[src/rtl/mirror_meter_pkg.sv]
// Shared types and constants for the mirror period meter and the laser synchronizer.
// Latency: none (declarations only).
// Backpressure: none.
package mirror_meter_pkg;

  localparam int unsigned PERIOD_W = 24;

  // Default edge-spacing limits, shared with the laser synchronizer top level
  localparam logic [PERIOD_W-1:0] MIN_PERIOD_DEF = 24'd100000;
  localparam logic [PERIOD_W-1:0] MAX_PERIOD_DEF = 24'd2000000;

  typedef enum logic [1:0] {
    IDLE    = 2'd0,
    ACQUIRE = 2'd1,
    MEASURE = 2'd2,
    LOCKED  = 2'd3
  } state_e;

endpackage

[src/rtl/zc_deglitch.sv]
// Resynchronises the raw comparator input and debounces it into a clean level plus rise strobe.
// Latency: SYNC_STAGES_P + DEBOUNCE_P cycles from a clean input change to filt_o/rise_o.
// Backpressure: none; rise_o is a single-cycle strobe.
module zc_deglitch #(
  parameter int unsigned SYNC_STAGES_P = 2,
  parameter int unsigned DEBOUNCE_P    = 16
) (
  input  logic clk_i,
  input  logic rst_i,
  input  logic zc_raw_i,
  output logic filt_o,
  output logic rise_o
);

  localparam int unsigned     CNT_W    = (DEBOUNCE_P > 1) ? $clog2(DEBOUNCE_P) : 1;
  localparam logic [CNT_W-1:0] CNT_LAST = CNT_W'(DEBOUNCE_P - 1);

  logic [SYNC_STAGES_P-1:0] r_sync;
  logic [CNT_W-1:0]         r_cnt;
  logic                     r_filt;
  logic                     r_rise;
  logic                     w_sync;

  assign w_sync = r_sync[SYNC_STAGES_P-1];
  assign filt_o = r_filt;
  assign rise_o = r_rise;

  // Shift the asynchronous input through the synchroniser chain
  always_ff @(posedge clk_i) begin
    if (rst_i) r_sync <= '0;
    else       r_sync <= {r_sync[SYNC_STAGES_P-2:0], zc_raw_i};
  end

  // Count consecutive cycles the synchronised level disagrees with filt; any bounce restarts the count
  always_ff @(posedge clk_i) begin
    if (rst_i) begin
      r_cnt  <= '0;
      r_filt <= 1'b0;
      r_rise <= 1'b0;
    end else begin
      r_rise <= 1'b0;
      if (w_sync == r_filt) begin
        r_cnt <= '0;
      end else if (r_cnt == CNT_LAST) begin
        r_cnt  <= '0;
        r_filt <= w_sync;
        r_rise <= w_sync;
      end else begin
        r_cnt <= r_cnt + 1'b1;
      end
    end
  end

endmodule

[src/rtl/mirror_period_meter.sv]
// Conditions the mirror zero-cross into a clean zc_o pulse and measures/averages the mirror period.
// Latency: zc_o follows a clean zc_raw_i rise by SYNC_STAGES_P + DEBOUNCE_P + 1 cycles; all outputs registered.
// Backpressure: none; zc_o, freq_valid_o and timeout_o are single-cycle strobes, lock_o is a level.
module mirror_period_meter
  import mirror_meter_pkg::*;
#(
  parameter int unsigned         SYNC_STAGES_P = 2,
  parameter int unsigned         DEBOUNCE_P    = 16,
  parameter int unsigned         AVG_SHIFT_P   = 2,
  parameter logic [PERIOD_W-1:0] MIN_PERIOD_P  = MIN_PERIOD_DEF,
  parameter logic [PERIOD_W-1:0] MAX_PERIOD_P  = MAX_PERIOD_DEF,
  parameter int unsigned         TOL_SHIFT_P   = 4
) (
  input  logic                clk_i,
  input  logic                rst_i,
  input  logic                zc_raw_i,
  input  logic                enable_i,
  output logic                zc_o,
  output logic [PERIOD_W-1:0] freq_o,
  output logic                freq_valid_o,
  output logic                lock_o,
  output logic                timeout_o
);

  // Period can reach MAX_PERIOD_P + 1, so it carries one extra bit
  localparam int unsigned        PER_W       = PERIOD_W + 1;
  localparam int unsigned        ACC_W       = PERIOD_W + AVG_SHIFT_P + 1;
  localparam int unsigned        SCNT_W      = AVG_SHIFT_P + 1;
  localparam logic [SCNT_W-1:0]  LAST_SAMPLE = SCNT_W'((1 << AVG_SHIFT_P) - 1);

  state_e              r_state, w_state_nxt;
  logic [PERIOD_W-1:0] r_pcnt;
  logic [PERIOD_W-1:0] r_freq;
  logic [ACC_W-1:0]    r_acc;
  logic [ACC_W-1:0]    w_acc_sum;
  logic [SCNT_W-1:0]   r_scnt;
  logic                r_zc, r_fv, r_lock, r_to;
  logic                w_filt, w_rise, w_cand;
  logic [PER_W-1:0]    w_period, w_freq_ext, w_diff, w_tol;
  logic [PERIOD_W-1:0] w_avg;
  logic                w_accept, w_sample, w_restart, w_complete, w_timeout, w_clear;

  zc_deglitch #(
    .SYNC_STAGES_P (SYNC_STAGES_P),
    .DEBOUNCE_P    (DEBOUNCE_P)
  ) u_deglitch (
    .clk_i    (clk_i),
    .rst_i    (rst_i),
    .zc_raw_i (zc_raw_i),
    .filt_o   (w_filt),
    .rise_o   (w_rise)
  );

  // A rise strobe only counts while the filtered level still reads high
  assign w_cand     = w_rise & w_filt;
  assign w_period   = PER_W'(r_pcnt) + PER_W'(1);
  assign w_freq_ext = PER_W'(r_freq);
  assign w_diff     = (w_period > w_freq_ext) ? (w_period - w_freq_ext) : (w_freq_ext - w_period);
  assign w_tol      = PER_W'(r_freq >> TOL_SHIFT_P);
  assign w_acc_sum  = r_acc + ACC_W'(w_period);
  assign w_avg      = PERIOD_W'(w_acc_sum >> AVG_SHIFT_P);
  assign w_clear    = !enable_i || (r_state == IDLE);

  assign zc_o         = r_zc;
  assign freq_o       = r_freq;
  assign freq_valid_o = r_fv;
  assign lock_o       = r_lock;
  assign timeout_o    = r_to;

  // State register
  always_ff @(posedge clk_i) begin
    if (rst_i) r_state <= IDLE;
    else       r_state <= w_state_nxt;
  end

  // Next state and edge classification; enable low overrides everything, an accepted edge beats a timeout
  always_comb begin
    w_state_nxt = r_state;
    w_accept    = 1'b0;
    w_sample    = 1'b0;
    w_restart   = 1'b0;
    w_complete  = 1'b0;
    w_timeout   = 1'b0;
    if (!enable_i) begin
      w_state_nxt = IDLE;
    end else begin
      case (r_state)
        IDLE: w_state_nxt = ACQUIRE;
        ACQUIRE: begin
          if (w_cand) begin
            w_accept    = 1'b1;
            w_state_nxt = MEASURE;
          end
        end
        MEASURE, LOCKED: begin
          if (w_cand && (w_period >= PER_W'(MIN_PERIOD_P))) begin
            w_accept = 1'b1;
            if ((r_state == LOCKED) && (w_diff > w_tol)) begin
              w_restart   = 1'b1;
              w_state_nxt = MEASURE;
            end else begin
              w_sample = 1'b1;
              if (r_scnt == LAST_SAMPLE) begin
                w_complete  = 1'b1;
                w_state_nxt = LOCKED;
              end
            end
          end else if (r_pcnt == MAX_PERIOD_P) begin
            w_timeout   = 1'b1;
            w_state_nxt = ACQUIRE;
          end
        end
        default: w_state_nxt = IDLE;
      endcase
    end
  end

  // Period counter restarts on each accepted edge and saturates at the timeout limit
  always_ff @(posedge clk_i) begin
    if (rst_i || w_clear || w_accept) r_pcnt <= '0;
    else if (r_pcnt != MAX_PERIOD_P)   r_pcnt <= r_pcnt + 1'b1;
  end

  // Block accumulator; a tolerance failure seeds a fresh block with the offending period
  always_ff @(posedge clk_i) begin
    if (rst_i || w_clear || w_timeout || w_complete) begin
      r_acc  <= '0;
      r_scnt <= '0;
    end else if (w_restart) begin
      r_acc  <= ACC_W'(w_period);
      r_scnt <= SCNT_W'(1);
    end else if (w_sample) begin
      r_acc  <= w_acc_sum;
      r_scnt <= r_scnt + 1'b1;
    end
  end

  // Registered outputs; freq_o only moves on block completion
  always_ff @(posedge clk_i) begin
    if (rst_i) begin
      r_zc   <= 1'b0;
      r_fv   <= 1'b0;
      r_lock <= 1'b0;
      r_to   <= 1'b0;
      r_freq <= '0;
    end else begin
      r_zc   <= w_accept;
      r_fv   <= w_complete;
      r_to   <= w_timeout;
      r_lock <= (w_state_nxt == LOCKED);
      if (w_complete) r_freq <= w_avg;
    end
  end

endmodule
[config.mk]
export PLATFORM = sky130hd
export DESIGN_NAME = mirror_period_meter
export DESIGN_NICKNAME = d
export VERILOG_FILES = /design/src/rtl/mirror_meter_pkg.sv /design/src/rtl/zc_deglitch.sv /design/src/rtl/mirror_period_meter.sv
export SDC_FILE = /design/constraint.sdc
export NUM_CORES = 1
export LEC_CHECK = 0
export BUFFER_PORTS_ARGS = -buffer_cell sky130_fd_sc_hd__buf_2
export CAP_MARGIN = 20
export CORE_ASPECT_RATIO = 0.9
export CORE_UTILIZATION = 44
export CTS_CLUSTER_DIAMETER = 40
export DETAILED_ROUTE_END_ITERATION = 16
export PLACE_DENSITY = 0.63
export SETUP_SLACK_MARGIN = 0.2
export SYNTH_ARGS = -nofsm -noshare
export SYNTH_HDL_FRONTEND = slang
export SYNTH_HIERARCHICAL = 1
export SYNTH_SLANG_ARGS = --single-unit
[constraint.sdc]
create_clock -name clk_i -period 14.05 [get_ports clk_i]
set_clock_uncertainty 0.05 [all_clocks]
set_input_delay 1.405 -clock clk_i [delete_from_list [all_inputs] [get_ports clk_i]]
set_output_delay 1.405 -clock clk_i [all_outputs]
set_load 0.005 [all_outputs]
==> flow_summary.toml, run 1 <==
[global_routing]
grt_pass1_wl_um = 40200
grt_overflow_total = 0
grt_pass1_vias = 7341
antenna_found_initial = 0
grt_max_degree = 62
grt_util_all_layers = 0.261

[route]
wl_per_cell_um = 19.0
routed_wl_um = 25900
dr.first_iter.drc_count = 656
vias = 8161
routed_via_density = 5.97
drc_errors = 0
ant_nets = 0
first_pass_iters = 6

[critical_path]
cp-start-kind = "register"
crit_cells = 28
crit_type = "reg -> reg"
cp_data_required_time_ns = 14.27
reg2reg_from = "r_pcnt[0]"
r2r_end = "r_acc[14]"
cp.arrival_ns = 8.79
startpoint = "r_pcnt[0]"
cp-end-kind = "register"
r2r_setup_slack_ns = 5.47
worst-path-max-fanout = 36
cpMostUsedCell = "ha_1"
worstRegToRegCells = 28
cpLargestDelayFamily = "simple AND/OR/NAND/NOR gates"
cpPeakStageDelay_ns = 0.76
slowest_stage = "nand3_2"
endpoint = "r_acc[14]"
crit_buf_inv = 3

[sta]
whs_ns = 0.400
timing.final.ws_setup_ns = 5.47
layout_min_cycle_time_ns = 8.58
fmax_mhz = 117
slew_headroom = 0.300
tightest_slew_ns = 1.04
report.final.hold_viol_count = 0
fin_crit_sh = 0.610
finalSetupViolations = 0
setup_tns_ns = 0
rsz0062_at_grt = "no"
slew_viol_final = 0

[clock_tree]
clk_pin_slew_ns = 0.07
clock_latency_ns = 0.36
post_cts_resize_count = 0
postCtsSetupBuffers = 0
htreeDepth = 3
cts_tree = "done"
clk_path_buf_depth = 2
cts-root-buf = "clkbuf_16"
cts_buffers = 9
hold_buffers = 0
cts.sinks = 91

[power_and_ir_drop]
max-vdd-ir-drop_mv = 0.0571
p_leak_nw = 4.11
power_mw = 0.563
power_density_nw_per_um2 = 61.1

[synth]
syn_area_per_cell_um2 = 7.72
ys.flop_type = "dfxtp_1"
synthCells = 1112
synth_area_um2 = 8590
synth_cell_type_count = 75
seq_area_frac_synth = 0.212
synth_edf_count = 0
synth_async_sr_flop_share = 0
synth_nets = 1217
ys_ff_latch = 91
ys_warn_count = 6

[finish]
syn_to_final_growth_pct = 7.15
fin_cells = 1366
final_common_cell = "nor2_1"
layout_common_cells = "nor2_1, ha_1, dfxtp_1"
utilization = 0.480
final_area_um2 = 9200
drive_above_1_share = 0.0753
antenna_cells = 0
layout.nets = 1216

[placement]
postPlaceCellArea_um2 = 8860
pre_cts_ws_ns = 5.44
place_congestion = 1.03
dp.cells = 1349
port_buffers = 31
hpwl_um = 20600

[run_status]
outcome = "finished, final reports clean"

[floorplanning]
die_w_um = 149
die_h_um = 135
rows = 48
die_area_um2 = 20100
start_util = 0.448
coreArea_um2 = 19200
io_pins = 32

[hold_path]
min_from = "u_deglitch/r_sync[0]"
hp-class = "reg -> reg"

[run]
cap_viol_max_count = 0
[worst reg2reg max path, delay by kind of cell, from the launching register on]
kind            cells  cell delay (ns)
simple gates       11             3.06
flops               1             0.39
mux                 1             0.63
compound gates      8             2.31
fa+ha+maj           3             1.14
xor+xnor            2             0.33
buf+inv             3             0.61
[registers in the layout, summed over array words and instances (netlist names)]
name / cells
r_acc: 26
freq_o: 24
r_pcnt: 24
u_deglitch/r_cnt: 4
r_scnt: 3
r_state: 2
u_deglitch/r_sync: 2
freq_valid_o: 1
lock_o: 1
timeout_o: 1
u_deglitch/filt_o: 1
u_deglitch/rise_o: 1
zc_o: 1
[kinds of logic after synthesis]
kind of cell             Yosys count  synth area share
adder cells (fa/ha/maj)          101             0.150
XOR/XNOR                          69            0.0704
AO/OA/AOI/OAI                    292             0.221
multiplexers                      53            0.0626
AND/OR/NAND/NOR                  385             0.224
buffers and inverters            121            0.0603
flip-flops                        91             0.212
[worst min path at each step]
stage | end | slack [ns] | cells past startpoint
final | u_deglitch/r_sync[1] | 0.40 | 1
after global placement | u_deglitch/r_sync[1] | 0.37 | 1
after CTS | u_deglitch/r_cnt[0] | 0.40 | 1
after global routing | u_deglitch/r_cnt[0] | 0.41 | 1
after floorplan | u_deglitch/r_sync[1] | 0.36 | 1
after detailed placement | u_deglitch/r_sync[1] | 0.39 | 1
[area by class of cell]
class,instances,area (um2)
Sequential cell,91,1820
Clock inverter,5,65.1
Clock buffer,11,253
Multi-Input combinational cell,900,6260
Timing Repair Buffer,38,228
Fill cell,1899,9950
Tap cell,250,313
Inverter,71,267
[power by group]
| group | switching (mW) | internal [mW] | total, mW |
|---|---|---|---|
| clock | 0.110 | 0.150 | 0.260 |
| sequential | 0.000544 | 0.258 | 0.259 |
| combinational | 0.0262 | 0.0178 | 0.0440 |
| total | 0.137 | 0.426 | 0.563 |
[synth_stat cells (all sizes together), types with 28 or more instances]
cell,count,area share
inv,71,0.031
mux2i,47,0.055
a211oi,41,0.037
xnor2,41,0.042
nand3,37,0.023
nor2,131,0.057
a21oi,87,0.052
nand2,78,0.034
xor2,28,0.029
buf,28,0.020
o21ai,59,0.034
dfxtp,91,0.21
ha,98,0.14
[layer usage]
| layer | share of wire | global-route usage | wire [um] |
|---|---|---|---|
| met1 | 0.48 | 0.367 | 12400 |
| met2 | 0.42 | 0.383 | 10900 |
| met3 | 0.078 | 0.0689 | 2030 |
| met4 | 0.021 | 0.0816 | 552 |
| met5 | 0 | 0 | 0 |
Note: power is estimated with default switching activity, not from simulation.
==> run 2, diff against run 1 <==
--- a/config.mk
+++ b/config.mk
@@ -11,7 +11,7 @@
 export CORE_UTILIZATION = 44
 export CTS_CLUSTER_DIAMETER = 40
 export DETAILED_ROUTE_END_ITERATION = 16
-export PLACE_DENSITY = 0.63
+export PLACE_DENSITY = 0.65
 export SETUP_SLACK_MARGIN = 0.2
 export SYNTH_ARGS = -nofsm -noshare
 export SYNTH_HDL_FRONTEND = slang
==> constraint.sdc (replaced) <==
create_clock -name clk_i -period 7.33 [get_ports clk_i]
set_clock_uncertainty 0.05 [all_clocks]
set_input_delay 0.733 -clock clk_i [delete_from_list [all_inputs] [get_ports clk_i]]
set_output_delay 0.733 -clock clk_i [all_outputs]
set_load 0.005 [all_outputs]
==> run 2 against run 1 <==
  * Global-route usage rose by 1.3 points
  * Clock-buffer cell count fell by 1
  * Cell area rose by 7.0%
  * Wire length rose by 5.7%
  * Critical path type unchanged
  * Sequential share of layout area fell by 1.2 points
  * Sequential cell count did not move
  * Clock power rose by 88%
  * Setup slack got worse by 4.8 ns
  * Critical path depth rose by 2
  * Largest cell class unchanged
  * Total power rose by 92%
  * Via count rose by 3.3%
  * Critical endpoint is now r_acc[0]
==> flow_summary.toml, run 2 (synthesis results as in run 1) <==
[route]
wl_per_cell_um = 19.2
vias = 8431
routed_via_density = 5.91
ant_nets = 0
drc_errors = 0
routed_wl_um = 27400
first_pass_iters = 5
dr.first_iter.drc_count = 741

[run_status]
outcome = "finished, final reports clean"

[sta]
setup_tns_ns = 0
rsz0062_at_grt = "no"
whs_ns = 0.395
slew_viol_final = 0
tightest_slew_ns = 1.04
slew_headroom = 0.302
report.final.hold_viol_count = 0
layout_min_cycle_time_ns = 6.68
finalSetupViolations = 0
fin_crit_sh = 0.912
fmax_mhz = 150

[finish]
largest_reg_flops = 26
antenna_cells = 0
syn_to_final_growth_pct = 14.6
layout_common_cells = "nor2_1, ha_1, a21oi_1, dfxtp_1, nand2_1"
fin_cells = 1427
final_common_cell = "nor2_1"
drive_above_1_share = 0.149
final_area_um2 = 9850
layout.nets = 1277
max_flop_register = "r_acc"

[floorplanning]
rows = 48
die_h_um = 135
io_pins = 32
die_area_um2 = 20100
coreArea_um2 = 19200
die_w_um = 149
start_util = 0.448

[hold_path]
hp-class = "reg -> reg"
min_to = "u_deglitch/r_cnt[0]"
min_from = "u_deglitch/r_cnt[0]"
whs_path_depth = 1

[critical_path]
r2r_end = "r_acc[0]"
cp-start-kind = "register"
worst-path-max-fanout = 16
slowest_stage = "or4_4"
cpPeakStageDelay_ns = 0.46
crit_type = "reg -> reg"
r2r_setup_slack_ns = 0.65
worstRegToRegCells = 30
cp-end-kind = "register"
cp.arrival_ns = 6.83
cp_data_required_time_ns = 7.47
cpMostUsedCell = "buf_4"
reg2reg_from = "r_pcnt[9]"

[power_and_ir_drop]
power_density_nw_per_um2 = 110
p_leak_nw = 4.46
max-vdd-ir-drop_mv = 0.109

[clock_tree]
htreeDepth = 3
clk_pin_slew_ns = 0.06
cts-root-buf = "clkbuf_16"
clock_latency_ns = 0.36
cts.sinks = 91
cts_buffers = 9
cts_tree = "done"
clk_path_buf_depth = 2
hold_buffers = 0

[placement]
dp.cells = 1407
port_buffers = 31
postPlaceCellArea_um2 = 9330
place_congestion = 0.973
hpwl_um = 22200

[global_routing]
grt_pass1_vias = 7751
grt_max_degree = 62
grt_pass1_wl_um = 42200
antenna_found_initial = 0
grt_overflow_total = 0
grt_util_all_layers = 0.274

[run]
cap_viol_max_count = 0
==> run 2: cell count changes in the layout (fill, tap and decap cells not counted), sizes merged <==
| cell | delta |
|---|---|
| buf | +61 |
| clkinv | +2 |
| clkbuf | -1 |
| inv | -1 |
==> run 2: worst max path at each step <==
stage | startpoint | endpoint | cells past startpoint | slack (ns)
detailed placement | r_pcnt[2] | freq_o[14] | 29 | 0.23
global placement | r_pcnt[2] | freq_o[12] | 29 | 0.37
finish | r_pcnt[9] | r_acc[0] | 30 | 0.65
CTS | r_pcnt[2] | freq_o[22] | 29 | 0.23
global route | r_pcnt[1] | r_acc[10] | 32 | 0.21
floorplan | r_pcnt[2] | r_acc[16] | 31 | 0.64
==> run 2: worst max-delay path, delay by kind of cell, from the launching register on <==
family | cells | cell delay (ns)
flops | 1 | 0.41
xor+xnor | 2 | 0.34
compound gates | 8 | 1.46
simple gates | 12 | 2.63
buf+inv | 6 | 0.95
fa+ha+maj | 2 | 0.65
==> run 2: power by group <==
part | switching [mW] | internal (mW) | leakage [nW]
Sequential | 0.00120 | 0.495 | 0.737
Combinational | 0.0525 | 0.0400 | 3.57
Clock | 0.213 | 0.277 | 0.153
Total | 0.266 | 0.812 | 4.46
==> run 2: metal layers <==
layer	vias to the layer above	global-route usage	share of wire	routed length (um)
met5	-	0	0	0
met1	3933	0.393	0.47	12900
met4	0	0.103	0.028	766
li1	4128	-	-	-
met2	323	0.410	0.42	11600
met3	47	0.0412	0.078	2130
==> run 2: cell type report <==
class,count,area (um2)
fill,1853,9310
multi-input combinational,900,6420
sequential,91,1830
timing repair buffer,99,711
tap,250,313
inverter,71,267
clock buffer,10,239
clock inverter,6,70.1
==> run 2: repair_timing <==
action / in CTS / in global routing
resized for setup: 0 / 38
setup endpoints to repair: 0 / 56
buffers inserted: 0 / 4
endpoints found under the hold margin: 0 / 0
==> run 2: metrics by stage <==
step           utilization  power [mW]  worst slack, ns
2_1_floorplan            -       0.568            0.644
3_3_place_gp         0.487       0.596            0.372
3_5_place_dp         0.487       0.595            0.235
4_1_cts              0.503        1.08            0.226
5_1_grt              0.514        1.12            0.215
6_report             0.514        1.08            0.646
